===== src/rtl/game_ctrl.sv =====
// ----------------------------------------------------------------------------
// game_ctrl -- top-level game state machine for a dodge-the-obstacles game.
//
// Tracks IDLE / PLAY / HIT / OVER, counts surviving frames as score, spends a
// life on each frame that contained a player/obstacle pixel overlap, and
// blinks the player sprite during the post-hit invulnerability window.
//
// Parameters:
//   LIVES      starting lives (1-3)
//   HIT_FRAMES invulnerability length in frames (1-255)
//   SCORE_W    score width in bits
//
// Ports:
//   i_clk          system clock
//   i_rst_n        asynchronous active-low reset
//   i_pix_stb      pixel strobe
//   i_animate      end-of-visible-frame pulse
//   i_start        start button level
//   i_player_px    current pixel lies inside the player ship
//   i_obstacle_px  current pixel lies inside an obstacle
//   i_pause        pause button level (only with GAME_CTRL_PAUSE_EN)
//   o_state        0=IDLE 1=PLAY 2=HIT 3=OVER
//   o_run          animation enable
//   o_obj_rst      one-cycle object-position reinitialise pulse
//   o_score        frames survived (saturating)
//   o_lives        remaining lives
//   o_show_player  player sprite visibility
//
// Optional feature: define GAME_CTRL_PAUSE_EN to add i_pause and the pause
// logic. All outputs come straight from flops.
// ----------------------------------------------------------------------------
module game_ctrl #(
    parameter int unsigned LIVES      = 3,
    parameter int unsigned HIT_FRAMES = 60,
    parameter int unsigned SCORE_W    = 16
) (
    input  logic               i_clk,
    input  logic               i_rst_n,
    input  logic               i_pix_stb,
    input  logic               i_animate,
    input  logic               i_start,
    input  logic               i_player_px,
    input  logic               i_obstacle_px,
`ifdef GAME_CTRL_PAUSE_EN
    input  logic               i_pause,
`endif
    output logic [1:0]         o_state,
    output logic               o_run,
    output logic               o_obj_rst,
    output logic [SCORE_W-1:0] o_score,
    output logic [1:0]         o_lives,
    output logic               o_show_player
);

    localparam logic [1:0] StIdle = 2'd0;
    localparam logic [1:0] StPlay = 2'd1;
    localparam logic [1:0] StHit  = 2'd2;
    localparam logic [1:0] StOver = 2'd3;

    logic [1:0]         state_q, state_d;
    logic [SCORE_W-1:0] score_q, score_d;
    logic [1:0]         lives_q, lives_d;
    logic               flag_q, flag_d;
    logic [7:0]         timer_q, timer_d;
    logic [3:0]         frame_q, frame_d;
    logic               start_q;
    logic               run_q, run_d;
    logic               obj_rst_q, obj_rst_d;
    logic               show_q, show_d;

    logic               start_edge;
    logic               collide;
    logic               frame_tick;
    logic               in_game_d;
    logic [SCORE_W-1:0] score_inc;
    logic [1:0]         lives_dec;
    logic               paused;       // pause flag as currently held
    logic               paused_next;  // pause flag after this cycle

    assign start_edge = i_start & ~start_q;
    assign collide    = i_pix_stb & i_player_px & i_obstacle_px;
    assign frame_tick = i_animate & ~paused;
    assign score_inc  = (score_q == {SCORE_W{1'b1}}) ? score_q : score_q + SCORE_W'(1);
    assign lives_dec  = lives_q - 2'd1;

    always_comb begin
        state_d   = state_q;
        score_d   = score_q;
        lives_d   = lives_q;
        flag_d    = flag_q;
        timer_d   = timer_q;
        frame_d   = frame_q;
        obj_rst_d = 1'b0;

        if (frame_tick) begin
            frame_d = frame_q + 4'd1;
        end

        unique case (state_q)
            StIdle, StOver: begin
                // A start edge swallows a coincident animate pulse entirely.
                if (start_edge) begin
                    state_d   = StPlay;
                    score_d   = '0;
                    lives_d   = 2'(LIVES);
                    flag_d    = 1'b0;
                    timer_d   = '0;
                    frame_d   = frame_q;
                    obj_rst_d = 1'b1;
                end
            end
            StPlay: begin
                if (!paused) begin
                    if (frame_tick) begin
                        // A collision pixel in the animate cycle still counts.
                        if (flag_q || collide) begin
                            lives_d = lives_dec;
                            flag_d  = 1'b0;
                            if (lives_dec == 2'd0) begin
                                state_d = StOver;
                            end else begin
                                state_d = StHit;
                                timer_d = 8'(HIT_FRAMES);
                            end
                        end else begin
                            score_d = score_inc;
                        end
                    end else begin
                        flag_d = flag_q | collide;
                    end
                end
            end
            StHit: begin
                flag_d = 1'b0;
                if (frame_tick) begin
                    timer_d = timer_q - 8'd1;
                    score_d = score_inc;
                    if (timer_q == 8'd1) begin
                        state_d = StPlay;
                    end
                end
            end
        endcase
    end

    assign in_game_d = (state_d == StPlay) || (state_d == StHit);

    always_comb begin
        run_d  = in_game_d & ~paused_next;
        show_d = (state_d == StHit) ? frame_d[3] : 1'b1;
    end

`ifdef GAME_CTRL_PAUSE_EN
    logic pause_q;
    logic paused_q, paused_d;

    always_comb begin
        paused_d = paused_q;
        if ((state_q == StPlay || state_q == StHit) && i_pause && !pause_q) begin
            paused_d = ~paused_q;
        end
        if (!in_game_d) begin
            paused_d = 1'b0;
        end
    end

    always_ff @(posedge i_clk or negedge i_rst_n) begin
        if (!i_rst_n) begin
            pause_q  <= 1'b0;
            paused_q <= 1'b0;
        end else begin
            pause_q  <= i_pause;
            paused_q <= paused_d;
        end
    end

    assign paused      = paused_q;
    assign paused_next = paused_d;
`else
    assign paused      = 1'b0;
    assign paused_next = 1'b0;
`endif

    always_ff @(posedge i_clk or negedge i_rst_n) begin
        if (!i_rst_n) begin
            state_q   <= StIdle;
            score_q   <= '0;
            lives_q   <= 2'(LIVES);
            flag_q    <= 1'b0;
            timer_q   <= '0;
            frame_q   <= '0;
            start_q   <= 1'b0;
            run_q     <= 1'b0;
            obj_rst_q <= 1'b0;
            show_q    <= 1'b1;
        end else begin
            state_q   <= state_d;
            score_q   <= score_d;
            lives_q   <= lives_d;
            flag_q    <= flag_d;
            timer_q   <= timer_d;
            frame_q   <= frame_d;
            start_q   <= i_start;
            run_q     <= run_d;
            obj_rst_q <= obj_rst_d;
            show_q    <= show_d;
        end
    end

    assign o_state       = state_q;
    assign o_run         = run_q;
    assign o_obj_rst     = obj_rst_q;
    assign o_score       = score_q;
    assign o_lives       = lives_q;
    assign o_show_player = show_q;

endmodule

===== config.mk =====
export PLATFORM = sky130hd
export DESIGN_NAME = game_ctrl
export DESIGN_NICKNAME = d
export VERILOG_FILES = /design/src/rtl/game_ctrl.sv
export SDC_FILE = /design/constraint.sdc
export NUM_CORES = 1
export LEC_CHECK = 0
export ABC_AREA = 1
export BUFFER_PORTS_ARGS = -buffer_cell sky130_fd_sc_hd__buf_2
export CORE_UTILIZATION = 39
export CTS_CLUSTER_SIZE = 20
export DETAILED_ROUTE_END_ITERATION = 7
export PLACE_DENSITY_LB_ADDON = 0.2
export SLEW_MARGIN = 20
export SYNTH_ARGS = -nofsm -noshare
export SYNTH_HDL_FRONTEND = slang
export SYNTH_SLANG_ARGS = --single-unit

===== constraint.sdc =====
create_clock -name i_clk -period 2.1 [get_ports i_clk]
set_input_delay 0.42 -clock i_clk [delete_from_list [all_inputs] [get_ports i_clk]]
set_output_delay 0.42 -clock i_clk [all_outputs]
set_load 0.005 [all_outputs]

==> key figures <==
STA
  – Post-route minimum period: 1.91 ns
  – Worst-Margin Slew: slightly below 0.5 ns
  – Setup_tns: 0 ns
  – Clock skew: 0.00854 ns
  – Final Hold Vio Count: 0
  – Slew headroom: roughly two thirds
  – Max-slew violation total from the final report: 0
  – Final setup violating endpoints: 0
  – RSZ-0062 raised after global routing: false
  – Hold WS: between 0.15 and 0.2 ns
  – Period utilization: about nine tenths
  – Final setup margin: 0.191 ns
  – F_max: around 520 MHz

Floorplanning
  – Die W: approximately 80 um
  – Die Y: 80.0 um
  – Initial Util: between 40% and 50%
  – Site row count: 28
  – Core area: approximately 5900 um^2
  – Io pins: 30
  – DIE AREA: between 6000 and 7000 um^2

Worst setup path
  – Worst Path Arrival: around 2.1 ns
  – FF-to-FF setup slack: ~0.19 ns
  – Worst Setup SP: o_state[0]
  – CP Launch Type: flip-flop
  – Kind of critical path: flip-flop to flip-flop
  – Critical Path RT: approximately 2.3 ns
  – Worst Path Max Fanout: 8
  – Crit. End Element: flip-flop
  – Reg2reg start: o_state[0]

Layout
  – Nets@finish: approximately 350
  – Layout cells sized above 1: 23.0%
  – Fillcell total: 601
  – Diode count: 0
  – Synth-to-Final Area Change: 13.9%

Routing
  – First-iteration detailed-routing DRC count: just under 100
  – ANT nets after route: 0
  – WL per Instance: between 10 and 15 um
  – Via count: just under 2000
  – Post-DR vias/cell: 4.77
  – DRT Pass-1 Iters: 4
  – Drt total wl: ~4900 um
  – DRC errors left: 0

Clock network
  – Deepest clock path buffer count: 2
  – Clock sinks: 37
  – Clk slew on worst S/H paths: 0.08 ns
  – Hold-fix buffers, CTS: 0
  – TritonCTS clock tree: yes
  – Clk root buf: clkbuf_8
  – Clock latency on the worst-skew pair: 0.30 ns
  – TritonCTS Buffers: 5
  – H-tree Lvls: 2

Synth
  – Mapped Avg Cell Area: between 7 and 8 um^2
  – Synthesized flop and latch total: 37
  – Synth Instances: 303
  – Cell taking the most area after synthesis: dfrtp_1
  – Synth area leaders: dfrtp_1, nand2_1, nand3_1
  – Sequential area share after synthesis: roughly two fifths
  – Post-Syn Nets: around 320
  – Syn. warnings: 0
  – Mapped Area: 2370 um^2
  – Top cell type's share of synthesized area: 35.9%
  – Post-synth cell types: 31

GRT
  – First-pass GRT wire length: ~8600 um
  – Vias in the first global route: roughly 1900
  – Initial antenna violation count: 0
  – Largest net degree at the start of global routing: 38
  – Gr usage total: about 18%
  – Grt ovf: 0

Power
  – Max rail drop VDD: around 0.0004 V
  – Leak pwr: approximately 0.0013 uW
  – Power Density: ~940 nW/um^2

Run status
  – Outcome: completed

Worst hold path
  – Worst hold path class: input port to async pin

Run
  – MaxCap Viol Count: 0

Placed design
  – Port buffer count: 29
  – Post-DP HPWL: about 3700 um
  – GPL Wtd Cong: 0.838
  – Pre-CTS setup slack: 0.180 ns
## report_power, final
group | total, uW | switching, uW | leakage [uW] | internal [uW]
sequential | 940 | 108 | 0.000488 | 832
combinational | 951 | 621 | 0.000775 | 330
clock | 657 | 271 | 0.0000574 | 386
## placed cells by master (no fill, tap or decap)
cell,synthesis,layout
clkbuf_8,0,6
o22ai_1,2,2
nand4_1,5,5
xor2_1,5,5
a21oi_1,3,3
nand2_4,3,3
o211ai_1,1,1
inv_1,31,31
nor3_1,1,1
nand3_1,28,28
nand3b_1,1,1
nand2_2,6,7
nand2_1,88,87
dfrtp_1,34,34
o21a_1,1,1
clkinvlp_4,0,1
inv_2,5,5
nor2_8,2,2
o21ai_4,1,1
buf_2,0,29
o21ai_0,19,19
buf_4,0,2
nand3_4,1,1
xnor2_1,5,5
nor2_2,2,2
ha_1,8,8
dfstp_2,3,3
nor2_1,29,29
clkinv_1,1,1
nand2_8,1,1
bufinv_16,0,1
o21ai_2,11,11
nor2_4,3,3
## logic make-up after synthesis
kind of cell               after synthesis  synth area share [%]
AOI/OAI and AO/OA                       38                  10.6
xor gates and xnor gates                10                  3.69
adders and majority gates                8                  4.22
buffers and inverters                   40                  7.81
DFF                                     37                  39.2
and+or+nand+nor                        170                  34.5
## state kept, by name, indices dropped and copies added, names as in the netlist
| register | count |
|---|---|
| frame_q | 4 |
| o_run | 1 |
| timer_q | 8 |
| o_score | 16 |
| o_obj_rst | 1 |
| o_lives | 2 |
| flag_q | 1 |
| start_q | 1 |
| o_state | 2 |
| o_show_player | 1 |
## path summary, 6_finish.rpt
path,end,cells past startpoint
setup / recovery,o_run,8
hold / removal,o_score[10],2
setup reg to reg,o_run,8
hold reg to reg,o_lives[1],2
max in group asynchronous,o_lives[1],2
min in group i_clk,start_q,1
## critical path: stages (launching register included)
cell and delay (ns):
dfrtp_1 0.40, inv_1 0.11, ha_1 0.45, inv_2 0.14
nand2_1 0.11, o21ai_0 0.09, o21a_1 0.20, ha_1 0.27
inv_1 0.03
## Yosys cell counts (all sizes together)
cell and instances:
nand2 98, inv 36, nor2 36, dfrtp 34, o21ai 31, nand3 29, ha 8, nand4 5
xnor2 5, xor2 5, a21oi 3, buf 3, dfstp 3, o22ai 2, clkinv 1, nand3b 1
nor3 1, o211ai 1, o21a 1
## layer usage
layer / vias to the layer above / GRT usage, % / part of all wire (%)
li1: 1042 / - / -
met1: 899 / 24.3 / 51
met2: 31 / 26.3 / 44
met3: 2 / 4.57 / 3.8
met4: 0 / 6.96 / 0.81
met5: - / 0 / 0
## layout make-up
class	count	area, um^2	share of cell area (%)
clock buffers	6	82.6	3.06
well taps	75	93.8	3.47
clock inverters	2	37.5	1.39
multi-input cells	226	1260	46.6
flip-flops and latches	37	930	34.4
inverters	37	139	5.14
repair buffers	31	160	5.93
## what timing repair did
item | CTS | global route
setup endpoints to repair | 0 | 1
setup buffers | 0 | 0
resized for setup | 0 | 1
## metrics by stage
step                      std cells  area, um^2  power (uW)  util (%)
after floorplan                 303        2370        1740         -
after global placement          406        2580        1890      43.8
after detailed placement        406        2580        1910      43.8
after CTS                       414        2700        2590      45.9
after global routing            414        2700        2760      45.9
final                           414        2700        2550      45.9
Power figures use the tool's default switching activity.
